**src/rtl/pipe_ctrl.sv**
```systemverilog
// Pipeline stall/flush controller: highest-stage-wins stall merge, registered redirect, refill blanking, stall watchdog.
// Optional perf counters enabled by defining CTRL_PERF_EN.
module pipe_ctrl #(
  parameter int STAGES     = 6,
  parameter int PC_W       = 32,
  parameter int REFILL_CYC = 2,
  parameter int WDOG_W     = 8
) (
  input  logic              clk,
  input  logic              rst,
  input  logic [STAGES-1:0] stall_req,
  input  logic              flush_req,
  input  logic [PC_W-1:0]   flush_pc,
  output logic [STAGES-1:0] stall,
  output logic              flush,
  output logic [PC_W-1:0]   new_pc,
  output logic              refill,
  output logic              stall_timeout
`ifdef CTRL_PERF_EN
  ,
  output logic [31:0]       perf_stall_cyc,
  output logic [31:0]       perf_flush_cnt
`endif
);

  localparam int RC_W = (REFILL_CYC > 1) ? $clog2(REFILL_CYC) : 1;
  localparam logic [RC_W-1:0] RC_LOAD = RC_W'(REFILL_CYC - 1);
  localparam logic [WDOG_W-1:0] WD_MAX = '1;

  typedef enum logic [1:0] {IDLE, FLUSH, REFILL} state_t;

  state_t            state;
  logic [RC_W-1:0]   rc_cnt;
  logic [WDOG_W-1:0] wd_cnt;
  logic [STAGES-1:0] merged;
  logic              stall_any;

  // Suffix-OR from the top: every stage at or below the highest requester is held.
  always_comb begin
    merged = '0;
    merged[STAGES-1] = stall_req[STAGES-1];
    for (int i = STAGES - 2; i >= 1; i--) begin
      merged[i] = merged[i+1] | stall_req[i];
    end
    merged[0] = merged[1];
  end

  assign stall     = (rst && state == IDLE) ? merged : '0;
  assign stall_any = |stall;

  always_ff @(posedge clk or negedge rst) begin
    if (!rst) begin
      state  <= IDLE;
      flush  <= 1'b0;
      refill <= 1'b0;
      new_pc <= '0;
      rc_cnt <= '0;
    end else if (flush_req) begin
      // A new redirect always wins, even mid-flush or mid-refill.
      state  <= FLUSH;
      flush  <= 1'b1;
      refill <= 1'b0;
      new_pc <= flush_pc;
      rc_cnt <= '0;
    end else begin
      case (state)
        FLUSH: begin
          state  <= REFILL;
          flush  <= 1'b0;
          refill <= 1'b1;
          rc_cnt <= RC_LOAD;
        end
        REFILL: begin
          if (rc_cnt == '0) begin
            state  <= IDLE;
            refill <= 1'b0;
          end else begin
            rc_cnt <= rc_cnt - 1'b1;
          end
        end
        default: begin
          state  <= IDLE;
          flush  <= 1'b0;
          refill <= 1'b0;
        end
      endcase
    end
  end

  always_ff @(posedge clk or negedge rst) begin
    if (!rst) begin
      wd_cnt        <= '0;
      stall_timeout <= 1'b0;
    end else if (stall_any) begin
      if (wd_cnt != WD_MAX) begin
        wd_cnt <= wd_cnt + 1'b1;
      end
      if (wd_cnt >= WD_MAX - 1'b1) begin
        stall_timeout <= 1'b1;
      end
    end else begin
      wd_cnt <= '0;
    end
  end

`ifdef CTRL_PERF_EN
  always_ff @(posedge clk or negedge rst) begin
    if (!rst) begin
      perf_stall_cyc <= '0;
      perf_flush_cnt <= '0;
    end else begin
      if (stall_any && perf_stall_cyc != 32'hFFFF_FFFF) begin
        perf_stall_cyc <= perf_stall_cyc + 32'd1;
      end
      if (flush && perf_flush_cnt != 32'hFFFF_FFFF) begin
        perf_flush_cnt <= perf_flush_cnt + 32'd1;
      end
    end
  end
`endif

endmodule

```
**config.mk**
```make
export PLATFORM = sky130hd
export DESIGN_NAME = pipe_ctrl
export DESIGN_NICKNAME = d
export VERILOG_FILES = /design/src/rtl/pipe_ctrl.sv
export SDC_FILE = /design/constraint.sdc
export NUM_CORES = 1
export LEC_CHECK = 0
export ABC_AREA = 1
export BUFFER_PORTS_ARGS = -buffer_cell sky130_fd_sc_hd__buf_2
export CORE_ASPECT_RATIO = 1.4
export CORE_UTILIZATION = 51
export CTS_CLUSTER_SIZE = 16
export DETAILED_ROUTE_END_ITERATION = 8
export PLACE_DENSITY = 0.84
export RECOVER_POWER = 50
export SYNTH_ARGS = -nofsm -noshare
export SYNTH_HDL_FRONTEND = slang
export SYNTH_SLANG_ARGS = --single-unit
```
**constraint.sdc**
```tcl
create_clock -name clk -period 2 [get_ports clk]
set_input_delay 0.6 -clock clk [delete_from_list [all_inputs] [get_ports clk]]
set_output_delay 0.6 -clock clk [all_outputs]
set_load 0.02 [all_outputs]
```
==> summary.md, run 1 <==
| Metric | Value |
|---|---|
| Via count | `1682` |
| WL final | `3875 um` |
| Cell leakage power | `1.428 nW` |
| Register Area | `1126 um^2` |
| Mapped Cells | `232` |
| Syn Area/Cell | `8.429 um^2` |
| Clk pwr share | `28.9%` |
| CTS Buf Count | `5` |
| Hold Vio Cnt, Final | `0` |
| Fin worst setup slack | `0.07322 ns` |
| Final setup skew | `0.0009091 ns` |
| Syn-to-layout area delta | `26.87%` |
| Starting Density | `53.67%` |
| Clock latency at the later pin of the worst-skew pair | `0.28 ns` |
| Synth Register Bits | `45` |
| Multi-input logic area | `729.5 um^2` |
| Crit-path max cell delay | `0.17 ns` |
| Run status | `finished clean` |
| Pwr per Cell Area | `756.0 nW/um^2` |
| Critical path type | `in -> out` |
| Cell Area, Placed | `2387 um^2` |
| Post-synthesis cell type count | `25` |
| Routed WL per cell | `10.85 um` |
| Global Route Usage Sum | `20.75%` |
| Net Sw Frac | `28.82%` |
| VDD IR-drop max | `0.0006132 V` |
| Net Switching | `0.5405 mW` |
| Commonest non-fill, non-tap cell in the layout | `nand2_1` |
| Combinational Power Share | `17.3%` |
| Period utilization | `96.34%` |
| Crit-path cells | `buf_2, nor2_2, nand3_2, nand2_1, nand2_2, buf_4` |
| Crit-path leading delay family | `simple AND/OR/NAND/NOR gates` |
| Final instance area | `2481 um^2` |
| Cell internal pwr | `1.335 mW` |
| Setup violators final | `0` |
| Minimum clock period | `1.927 ns` |
| Max FO, Critical Path | `5` |
| First-pass GRT wire length | `6210 um` |
| # IOs | `82` |
| Hold Buf Count CTS | `0` |
| Die span in x | `54.34 um` |
| Clk slew on worst S/H paths | `0.08 ns` |
| # fillers | `325` |
| Worst Path Buf+Inv | `2` |
| Drt pass-1 iters | `6` |
| Post-DRT Antenna Nets | `0` |
| Mapped Area | `1956 um^2` |
| Setup_tns | `0 ns` |
| Headroom to the max-slew limit | `8.597%` |
| Post-Syn Nets | `275` |
| Peak Freq | `0.5190 GHz` |
| 1st-iter DRT viols | `39` |
| Commonest cells after routing, fill and taps aside | `nand2_1, buf_2, dfrtp_1, inv_1, nor2_1` |
| Slowest cell on crit path | `buf_4` |
| Max cap viols | `0` |
| Core area | `3643 um^2` |
| HP Class | `reg -> reg` |
| Final Max Tran Viols | `0` |
| Ant diodes | `0` |
| Pre-CTS setup slack | `0.05950 ns` |
| Overflow after GRT | `0` |
| Final Power | `1.876 mW` |
| Residual DRC | `0` |
| Post-synthesis sequential area ratio | `57.58%` |
| Vias in the first global route | `1507` |
| CTS Buffer Depth | `2` |
| Share of cells above drive strength 1 | `32.70%` |
| Die H | `75.27 um` |
| DP HPWL | `2807 um` |
| Worst endpoint required time | `1.40 ns` |
| Initial antenna violation count | `0` |
| TritonCTS clock tree | `done` |
| Startpoint class of the critical path | `input pin` |
| Arrival @ worst endpoint | `1.33 ns` |
| GP Congestion | `0.7656` |
| Buffer type at the clock tree root | `clkbuf_8` |
| Util after Layout | `68.10%` |
| Clock Sinks | `45` |
| Worst setup EP type | `output pin` |
| Worst slew pin tran | `1.371 ns` |
| DR vias/cell | `4.711` |
| Sequential power share | `53.9%` |
| H-tree level count | `2` |
| Synth warn | `0` |
| Die area | `4090 um^2` |
| Final nets | `357` |
| Row count | `26` |
| PortBufs | `80` |
| Pin count of the biggest net entering global routing | `46` |
==> area by class of cell <==
cell class	instances	share of cell area, %
tap	42	2.118
inverter	16	2.471
timing repair buffer	84	17.25
clock buffer	7	3.076
clock inverter	1	0.3026
multi-input combinational	162	29.40
sequential	45	45.39
==> sequential cells by signal (all words and copies together) (netlist names) <==
name,count
flush,1
refill,1
stall_timeout,1
new_pc,32
wd_cnt,8
rc_cnt,1
state,1
==> worst paths after layout <==
check	start	end	slack, ns	cells after the start
setup reg to reg	wd_cnt[1]	wd_cnt[0]	0.69	8
hold / removal	stall_timeout	stall_timeout	0.46	2
setup / recovery	stall_req[4]	stall[1]	0.07	6
min in group asynchronous	rst	wd_cnt[7]	0.64	2
hold reg to reg	stall_timeout	stall_timeout	0.46	2
max in group asynchronous	rst	new_pc[16]	0.71	2
==> logic make-up after synthesis <==
logic type / after synthesis / share of synthesized area [%]
and+or+nand+nor: 148 / 31.67
AOI/OAI and AO/OA: 10 / 3.199
adders and majority gates: 2 / 1.279
buffers and inverters: 25 / 5.374
xor gates and xnor gates: 2 / 0.8959
DFF: 45 / 57.58
==> stage by stage <==
step | cells | hold WS (ns)
2_1_floorplan | 232 | 0.3044
3_3_place_gp | 348 | 0.4436
3_5_place_dp | 348 | 0.4485
4_1_cts | 356 | 0.4243
5_1_grt | 357 | 0.4918
6_report | 357 | 0.4593
==> power groups by stage <==
| stage | registers (mW) | logic, mW | clock network [mW] |
|---|---|---|---|
| finish | 1.01 | 0.324 | 0.542 |
| global route | 1.02 | 0.361 | 0.597 |
| CTS | 1.01 | 0.325 | 0.561 |
| floorplan | 1.10 | 0.107 | 0 |
| detailed placement | 1.03 | 0.326 | 0 |
| global placement | 1.03 | 0.316 | 0 |
==> worst min-delay path, cell delays in order, from the launching register on <==
cell	delay [ns]
dfrtp_1	0.34
inv_1	0.04
nand2_1	0.05
==> cells in the mapped netlist (all sizes together) <==
| master | n | share of area, % |
|---|---|---|
| xnor2 | 1 | 0.45 |
| nand3b | 1 | 0.38 |
| clkbuf | 3 | 0.58 |
| nand3 | 8 | 2.3 |
| ha | 2 | 1.3 |
| o21ai | 4 | 1.2 |
| clkinv | 1 | 0.26 |
| a21oi | 4 | 1.2 |
| dfrtp | 45 | 58 |
| inv | 15 | 2.9 |
| xor2 | 1 | 0.45 |
| nor2 | 16 | 4.5 |
| buf | 6 | 1.7 |
| o21bai | 1 | 0.38 |
| o31ai | 1 | 0.38 |
| nand2 | 123 | 25 |
==> routing by layer <==
metal / up-vias / global-route usage, % / part of all wire, %
li1: 861 / - / -
met1: 761 / 24.93 / 45
met2: 55 / 35.37 / 48
met3: 5 / 6.667 / 6.0
met4: 0 / 5.128 / 1.1
met5: - / 0 / 0
==> repair_timing <==
item / 4_1_cts / 5_1_grt
setup endpoints to repair: 0 / 3
hold endpoints to repair: 0 / 0
resized for setup: 0 / 3
setup buffers: 0 / 1
Note: power is estimated with default switching activity, not from simulation.
==> inputs of run 2 (changes only) <==
--- a/config.mk
+++ b/config.mk
@@ -5,10 +5,10 @@
 export SDC_FILE = /design/constraint.sdc
 export NUM_CORES = 1
 export LEC_CHECK = 0
-export ABC_AREA = 1
+export ABC_AREA = 0
 export BUFFER_PORTS_ARGS = -buffer_cell sky130_fd_sc_hd__buf_2
 export CORE_ASPECT_RATIO = 1.4
-export CORE_UTILIZATION = 51
+export CORE_UTILIZATION = 50
 export CTS_CLUSTER_SIZE = 16
 export DETAILED_ROUTE_END_ITERATION = 8
 export PLACE_DENSITY = 0.84
==> run 2 against run 1 <==
  * Die area decreased by 1.7%
  * Largest cell class unchanged
  * Routed wire length about the same
  * The flow now finishes with violations (design-rule violations, negative setup slack)
  * Global-route usage decreased by 0.33 points
  * Clock power increased by 5.0%
  * Critical endpoint unchanged
  * Setup slack got worse by 0.24 ns
  * Via count decreased by 14%
  * Non-clock buffer count increased by 8
==> summary.md, run 2 <==
| Metric | Value |
|---|---|
| Die area | `4019 um^2 (-1.7%)` |
| WL final | `3873 um (about the same)` |
| Final instance area | `2545 um^2 (+2.6%)` |
| Arrival @ worst endpoint | `1.56 ns (+0.23 ns)` |
| Syn Area/Cell | `13.55 um^2 (+61%)` |
| Hold Startpoint | `stall_timeout` |
| Unrepaired setup endpoints after global routing | `true` |
| Startpoint class of the critical path | `input pin` |
| Failing checks | `design-rule violations, negative setup slack` |
| 1st-iter DRT viols | `27 (-31%)` |
| Via count | `1442 (-14%)` |
| Global Route Usage Sum | `20.42% (-0.33 points)` |
| DP HPWL | `2718 um (-3.1%)` |
| Crit-path max cell delay | `0.54 ns (+0.37 ns)` |
| Ant diodes | `0 (unchanged)` |
| Worst setup EP type | `output pin` |
| VDD IR-drop max | `0.0006031 V (-1.6%)` |
| Peak Freq | `0.4619 GHz (-11%)` |
| Util after Layout | `70.48% (+2.4 points)` |
| Yosys top cell by area | `dfrtp_1` |
| DR vias/cell | `5.263 (+12%)` |
| # fillers | `268 (-18%)` |
| # IOs | `82 (unchanged)` |
| Setup violators final | `4 (+4)` |
| Most common flop cell mapped by yosys | `dfrtp_1` |
| Cell leakage power | `1.225 nW (-14%)` |
| Cell Area, Placed | `2347 um^2 (-1.7%)` |
| Clk slew on worst S/H paths | `0.09 ns (about the same)` |
| Final setup skew | `0.003582 ns (+0.002672 ns)` |
| Mapped Cells | `139 (-40%)` |
| Post-synth EDFFs | `0 (unchanged)` |
| Combinational Power Share | `19.3% (+2.0 points)` |
| GP Congestion | `0.8201 (+7.1%)` |
| Post-synthesis sequential area ratio | `59.80% (+2.2 points)` |
| Largest register FFs | `32 (unchanged)` |
| Mapped Area | `1883 um^2 (-3.7%)` |
| HP Class | `reg -> reg` |
| Vias in the first global route | `1335 (-11%)` |
| Critical path type | `in -> out` |
| Routed WL per cell | `14.14 um (+30%)` |
| Clock Sinks | `45 (unchanged)` |
| Pin count of the biggest net entering global routing | `46 (unchanged)` |
| Worst hold stages | `1 (-1)` |
| Final nets | `274 (-23%)` |
| Fin worst setup slack | `-0.1650 ns (-0.2382 ns)` |
| Post-Syn Nets | `182 (-34%)` |
| Final Power | `1.966 mW (+4.8%)` |
| Final Max Tran Viols | `0 (unchanged)` |
| Slowest cell on crit path | `or4_4` |
| Total length of routed met2 wires | `2070 um (+11%)` |
| Synth top area cells | `dfrtp_1, mux2_2, a21oi_1, and4_1, ha_1` |
| Sequential power share | `51.8% (-2.1 points)` |
| Synth Register Bits | `45 (unchanged)` |
| Residual DRC | `1 (+1)` |
| Run status | `finished, violations left` |
| Headroom to the max-slew limit | `29.26% (+21 points)` |
| Pre-CTS setup slack | `-0.2231 ns (-0.2826 ns)` |
| H-tree level count | `2 (unchanged)` |
| TritonCTS clock tree | `done` |
| Wire length on met3 | `263 um (+12%)` |
| PortBufs | `80 (unchanged)` |
| WL met1 | `1455 um (-16%)` |
| Hold Vio Cnt, Final | `0 (unchanged)` |
| Hold Buf Count CTS | `0 (unchanged)` |
| Clock latency at the later pin of the worst-skew pair | `0.30 ns (+0.02 ns)` |
| Register name with the most flops | `new_pc` |
| Multi-input logic area | `732.0 um^2 (+0.34%)` |
| FF-to-FF Start | `refill` |
| Drt pass-1 iters | `6 (unchanged)` |
| Max FO, Critical Path | `2 (-3)` |
| Die span in x | `53.87 um (-0.87%)` |
| CTS Buf Count | `5 (unchanged)` |
| Synth top cells by count | `dfrtp_1, mux2_2, a21oi_1, nor2_1, nor3_1` |
| Row count | `26 (unchanged)` |
| Net Switching | `0.5640 mW (+4.3%)` |
| Period utilization | `108.2% (+12 points)` |
| R2R cell count | `4 (-4)` |
| First-pass GRT wire length | `5706 um (-8.1%)` |
| Share of cells above drive strength 1 | `59.91% (+27 points)` |
| Commonest non-fill, non-tap cell in the layout | `buf_2` |
| Top Metal Used | `met4` |
| Buffer type at the clock tree root | `clkbuf_8` |
| Worst endpoint required time | `1.40 ns (about the same)` |
| Syn-to-layout area delta | `35.15%` |
| Most frequent CP cell | `buf_6` |
| Die H | `74.61 um (-0.88%)` |
| Ys async rst share | `100.0% (unchanged)` |
| Synth top area share | `59.80% (+2.2 points)` |
| Core area | `3611 um^2 (-0.89%)` |
| Biggest regs | `new_pc: 32 flops, wd_cnt: 8 flops` |
| Post-synthesis cell type count | `29 (+16%)` |
| Initial antenna violation count | `0 (unchanged)` |
| Hold_ws | `0.4821 ns (+0.02286 ns)` |
| Post-DRT Antenna Nets | `0 (unchanged)` |
| Worst setup path startpoint | `stall_req[3]` |
| Net Sw Frac | `28.68% (-0.14 points)` |
| Commonest cells after routing, fill and taps aside | `buf_2, dfrtp_1, mux2_2, buf_4, buf_6` |
| CTS Buffer Depth | `2 (unchanged)` |
| Starting Density | `52.15% (-1.5 points)` |
| Clk pwr share | `28.9% (about the same)` |
| Cell with the most instances after synthesis | `dfrtp_1` |
| Synth warn | `0 (unchanged)` |
| Pwr per Cell Area | `772.7 nW/um^2 (+2.2%)` |
| Overflow after GRT | `0 (unchanged)` |
| Minimum clock period | `2.165 ns (+0.2382 ns)` |
| Crit-path cells | `buf_6, or4_4, o21bai_4, inv_4, buf_6` |
| Worst slew pin tran | `1.061 ns (-0.3099 ns)` |
| Register Area | `1126 um^2 (unchanged)` |
| Cell internal pwr | `1.402 mW (+5.0%)` |
| Max cap viols | `0 (unchanged)` |
[run 2: changes by cell type after synthesis, moves of 4 or more]
| cell | change |
|---|---|
| inv_1 | -11 |
| nor3_1 | +5 |
| nor2_1 | -5 |
| mux2_2 | +32 |
| nor2b_1 | +4 |
| nand2_1 | -114 |
| nand3_1 | -4 |
| nand2_2 | -4 |
[run 2: kinds of logic (layout without fill, tap and decap cells)]
kind of cell / after synthesis / after routing / synth area share (%)
DFF: 45 / 45 / 59.80
muxes: 32 / 32 / 19.14
and+or+nand+nor: 31 / 31 / 9.368
AOI/OAI and AO/OA: 18 / 18 / 7.375
buffers and inverters: 10 / 103 / 2.525
adders and majority gates: 2 / 2 / 1.329
xor gates and xnor gates: 1 / 1 / 0.4652
[run 2: layer usage]
layer | track usage, % | up-vias
li1 | - | 682
met2 | 33.88 | 55
met5 | 0 | -
met1 | 22.25 | 697
met4 | 11.40 | 0
met3 | 7.071 | 8
[run 2: stage by stage]
stage,std cells,setup TNS [ns]
final,274,-0.5579
after floorplan,139,-0.3471
after detailed placement,260,-0.5990
after global routing,274,-0.7686
after CTS,271,-0.4727
after global placement,260,-0.5776
[run 2: final timing paths]
path / endpoint / slack, ns
min reg2reg: stall_timeout / 0.48
max in group asynchronous: new_pc[25] / 0.77
min in group asynchronous: new_pc[7] / 0.58
min: stall_timeout / 0.48
max reg2reg: wd_cnt[6] / 0.44
max: stall[1] / -0.16
[run 2: critical path, delay by kind of cell]
kind                   cells  cell delay [ns]
and+or+nand+nor            1             0.54
buffers and inverters      3             0.26
AOI/OAI and AO/OA          1             0.16
[run 2: layout make-up]
type                            instances  share of cell area, %
Timing Repair Buffer                   92                  20.85
Tap cell                               42                  2.065
Clock buffer                            5                  2.704
Multi-Input combinational cell         84                  28.76
Inverter                                3                 0.5408
Clock inverter                          3                 0.8358
Sequential cell                        45                  44.25
[run 2: power groups by stage]
| stage | Clock (mW) | Combinational, mW | Sequential [mW] |
|---|---|---|---|
| floorplan | 0 | 0.116 | 1.12 |
| global placement | 0 | 0.349 | 1.03 |
| detailed placement | 0 | 0.357 | 1.04 |
| CTS | 0.589 | 0.369 | 1.02 |
| global route | 0.613 | 0.409 | 1.03 |
| finish | 0.569 | 0.379 | 1.02 |
[run 2: what timing repair did]
action                     CTS  global route
buffers inserted             3             3
gates resized for setup      6            14
setup endpoints to repair    6             6
pin swaps                    3             3
==> inputs of run 3 (changes only) <==
--- a/config.mk
+++ b/config.mk
@@ -8,10 +8,10 @@
 export ABC_AREA = 0
 export BUFFER_PORTS_ARGS = -buffer_cell sky130_fd_sc_hd__buf_2
 export CORE_ASPECT_RATIO = 1.4
-export CORE_UTILIZATION = 50
+export CORE_UTILIZATION = 47
 export CTS_CLUSTER_SIZE = 16
 export DETAILED_ROUTE_END_ITERATION = 8
-export PLACE_DENSITY = 0.84
+export PLACE_DENSITY = 0.79
 export RECOVER_POWER = 50
 export SYNTH_ARGS = -nofsm -noshare
 export SYNTH_HDL_FRONTEND = slang
==> constraint.sdc (replaced) <==
create_clock -name clk -period 2.2 [get_ports clk]
set_input_delay 0.66 -clock clk [delete_from_list [all_inputs] [get_ports clk]]
set_output_delay 0.66 -clock clk [all_outputs]
set_load 0.02 [all_outputs]
==> run 3 against run 2 <==
  * The flow finishes with violations (negative setup slack)
  * Power is 8.9% lower
  * Clock-buffer cell count is 1 higher
  * First-iteration DRC count is 37% higher
  * Core utilization is 4.7 points lower
  * Non-clock buffer count is 6 lower
  * Combinational power is 14% lower
  * Clock skew is 0.0063 ns higher
  * Die area is 6.2% higher
  * Critical path depth stayed put
  * Via count is 1.0% lower
  * Sequential cell count stayed put
  * Largest cell class unchanged
==> summary.md, run 3 (synthesis results as in run 2) <==
| Metric | Value |
|---|---|
| Peak Freq | `0.4374 GHz` |
| Final nets | `268 (-2.2%)` |
| Register name with the most flops | `new_pc` |
| Grt met1 use | `21.27% (-0.99 points)` |
| Die H | `76.90 um (+3.1%)` |
| CTS Buf Count | `5 (unchanged)` |
| First-pass GRT wire length | `6686 um (+17%)` |
| Period utilization | `103.9%` |
| VDD IR-drop max | `0.0008667 V (+44%)` |
| Setup_tns | `-0.2176 ns (+0.3403 ns)` |
| Hold Buf Count CTS | `0 (unchanged)` |
| Clk pwr share | `30.0% (+1.1 points)` |
| Commonest cells after routing, fill and taps aside | `buf_2, dfrtp_1, mux2_2` |
| Die span in x | `55.50 um (+3.0%)` |
| Finished Layout Cells | `268 (-2.2%)` |
| Final Power | `1.792 mW (-8.9%)` |
| Worst setup EP type | `output pin` |
| Failing checks | `negative setup slack` |
| Core area | `3741 um^2 (+3.6%)` |
| Slowest cell on crit path | `or4_4` |
| Routing usage on met2 | `37.59% (+3.7 points)` |
| Hold_ws | `0.4761 ns (-0.005988 ns)` |
| Run status | `finished, violations left` |
| WL final | `3913 um (+1.0%)` |
| Final Max Tran Viols | `0 (unchanged)` |
| Pin count of the biggest net entering global routing | `46 (unchanged)` |
| Routed WL per cell | `14.60 um (+3.3%)` |
| Initial antenna violation count | `0 (unchanged)` |
| # fillers | `292 (+9.0%)` |
| Hold Vio Cnt, Final | `0 (unchanged)` |
| Die area | `4267 um^2 (+6.2%)` |
| Share of cells above drive strength 1 | `57.52% (-2.4 points)` |
| Unrepaired setup endpoints after global routing | `true` |
| Via count | `1427 (-1.0%)` |
| Arrival @ worst endpoint | `1.63 ns (+0.07 ns)` |
| Global Route Usage Sum | `20.65% (+0.23 points)` |
| 1st-iter DRT viols | `37 (+37%)` |
| # IOs | `82 (unchanged)` |
| Syn-to-layout area delta | `30.70%` |
| Startpoint class of the critical path | `input pin` |
| Cell internal pwr | `1.292 mW (-7.9%)` |
| Commonest non-fill, non-tap cell in the layout | `buf_2` |
| Multi-input logic area | `709.4 um^2 (-3.1%)` |
| Crit-path cells | `buf_6, or4_4, o21bai_4, inv_4, buf_6` |
| Residual DRC | `0 (-1)` |
| Max FO, Critical Path | `2 (unchanged)` |
| Register Area | `1126 um^2 (unchanged)` |
| Worst endpoint required time | `1.54 ns (+0.14 ns)` |
| Final setup skew | `0.009862 ns (+0.006280 ns)` |
| Largest register FFs | `32 (unchanged)` |
| Pwr per Cell Area | `727.9 nW/um^2 (-5.8%)` |
| Most frequent CP cell | `buf_6` |
| Minimum clock period | `2.286 ns` |
| Drt pass-1 iters | `4 (-2)` |
| GP Congestion | `0.7734 (-5.7%)` |
| Row count | `26 (unchanged)` |
| Grt met3 use | `6.071% (-1.0 points)` |
| Max cap viols | `0 (unchanged)` |
| DP HPWL | `2873 um (+5.7%)` |
| Buffer type at the clock tree root | `clkbuf_8` |
| Gr busiest metal | `met2` |
| Biggest regs | `new_pc: 32 flops, wd_cnt: 8 flops` |
| Worst slew pin tran | `1.076 ns (+0.01461 ns)` |
| Clock latency at the later pin of the worst-skew pair | `0.31 ns (about the same)` |
| Clk slew on worst S/H paths | `0.08 ns (about the same)` |
| PortBufs | `80 (unchanged)` |
| Pre-CTS setup slack | `-0.1507 ns (+0.07238 ns)` |
| Clock Sinks | `45 (unchanged)` |
| Crit-path max cell delay | `0.54 ns (about the same)` |
| DR vias/cell | `5.325 (+1.2%)` |
| HP Class | `reg -> reg` |
| Net Switching | `0.4995 mW (-11%)` |
| Critical path type | `in -> out` |
| Sequential power share | `51.8% (about the same)` |
| Headroom to the max-slew limit | `28.28% (-0.97 points)` |
| Net Sw Frac | `27.88% (-0.80 points)` |
| CTS Buffer Depth | `2 (unchanged)` |
| TritonCTS clock tree | `done` |
| Placed cells | `259 (-0.38%)` |
| Combinational Power Share | `18.2% (-1.1 points)` |
| Setup violators final | `3 (-1)` |
| Fin worst setup slack | `-0.08625 ns (+0.07870 ns)` |
| H-tree level count | `2 (unchanged)` |
| Post-DRT Antenna Nets | `0 (unchanged)` |
| Starting Density | `50.33% (-1.8 points)` |
| Vias in the first global route | `1532 (+15%)` |
| Overflow after GRT | `0 (unchanged)` |
| Cell leakage power | `1.195 nW (-2.4%)` |
| Ant diodes | `0 (unchanged)` |
==> run 3: cell count changes in the layout (fill, tap and decap cells not counted) <==
cell / delta
clkbuf_8: +1
clkinvlp_4: -1
buf_4: -5
buf_6: -4
nor2_4: -3
inv_6: -1
clkinv_4: +1
nor2_1: +3
buf_2: +3
==> run 3: final cells by class <==
class                      instances  share of cell area (%)
clock buffer                       6                   3.355
clock inverter                     2                  0.5592
inverter                           3                  0.5592
multi-input combinational         84                   28.83
sequential                        45                   45.75
tap                               42                   2.135
timing repair buffer              86                   18.81
==> run 3: final timing paths <==
kind | startpoint | to | slack [ns] | depth (start not counted)
setup / recovery | stall_req[3] | stall[0] | -0.09 | 5
hold / removal | stall_timeout | stall_timeout | 0.48 | 1
setup reg to reg | refill | wd_cnt[5] | 0.54 | 5
hold reg to reg | stall_timeout | stall_timeout | 0.48 | 1
max in group asynchronous | rst | wd_cnt[3] | 0.91 | 2
min in group asynchronous | rst | new_pc[5] | 0.64 | 2
==> run 3: per-stage QoR <==
stage / cell area (um^2) / util (%)
detailed placement: 2352 / 62.88
global route: 2461 / 65.79
floorplan: 1889 / -
finish: 2461 / 65.79
CTS: 2481 / 66.32
global placement: 2352 / 62.88
==> run 3: what timing repair did <==
action                     in CTS  in global routing
setup endpoints to repair       3                  3
resized for setup               6                  0
buffers inserted                1                  0
pin swaps                       2                  0
==> run 3: worst max-delay path: cells and delay by family <==
| kind | cells | cell delay, ns |
|---|---|---|
| buffers and inverters | 3 | 0.26 |
| AOI/OAI and AO/OA | 1 | 0.16 |
| and+or+nand+nor | 1 | 0.54 |
==> run 3: power groups by stage <==
stage / Combinational [mW] / Clock [mW] / Sequential [mW]
after floorplan: 0.105 / 0 / 1.02
after global placement: 0.321 / 0 / 0.940
after detailed placement: 0.328 / 0 / 0.945
after CTS: 0.336 / 0.551 / 0.929
after global routing: 0.351 / 0.582 / 0.938
final: 0.326 / 0.537 / 0.928
==> run 3: per-layer routing <==
layer	up-vias	share of wire (%)
met2	60	53
met4	0	2.6
met1	689	38
li1	671	-
met3	7	6.0
met5	-	0
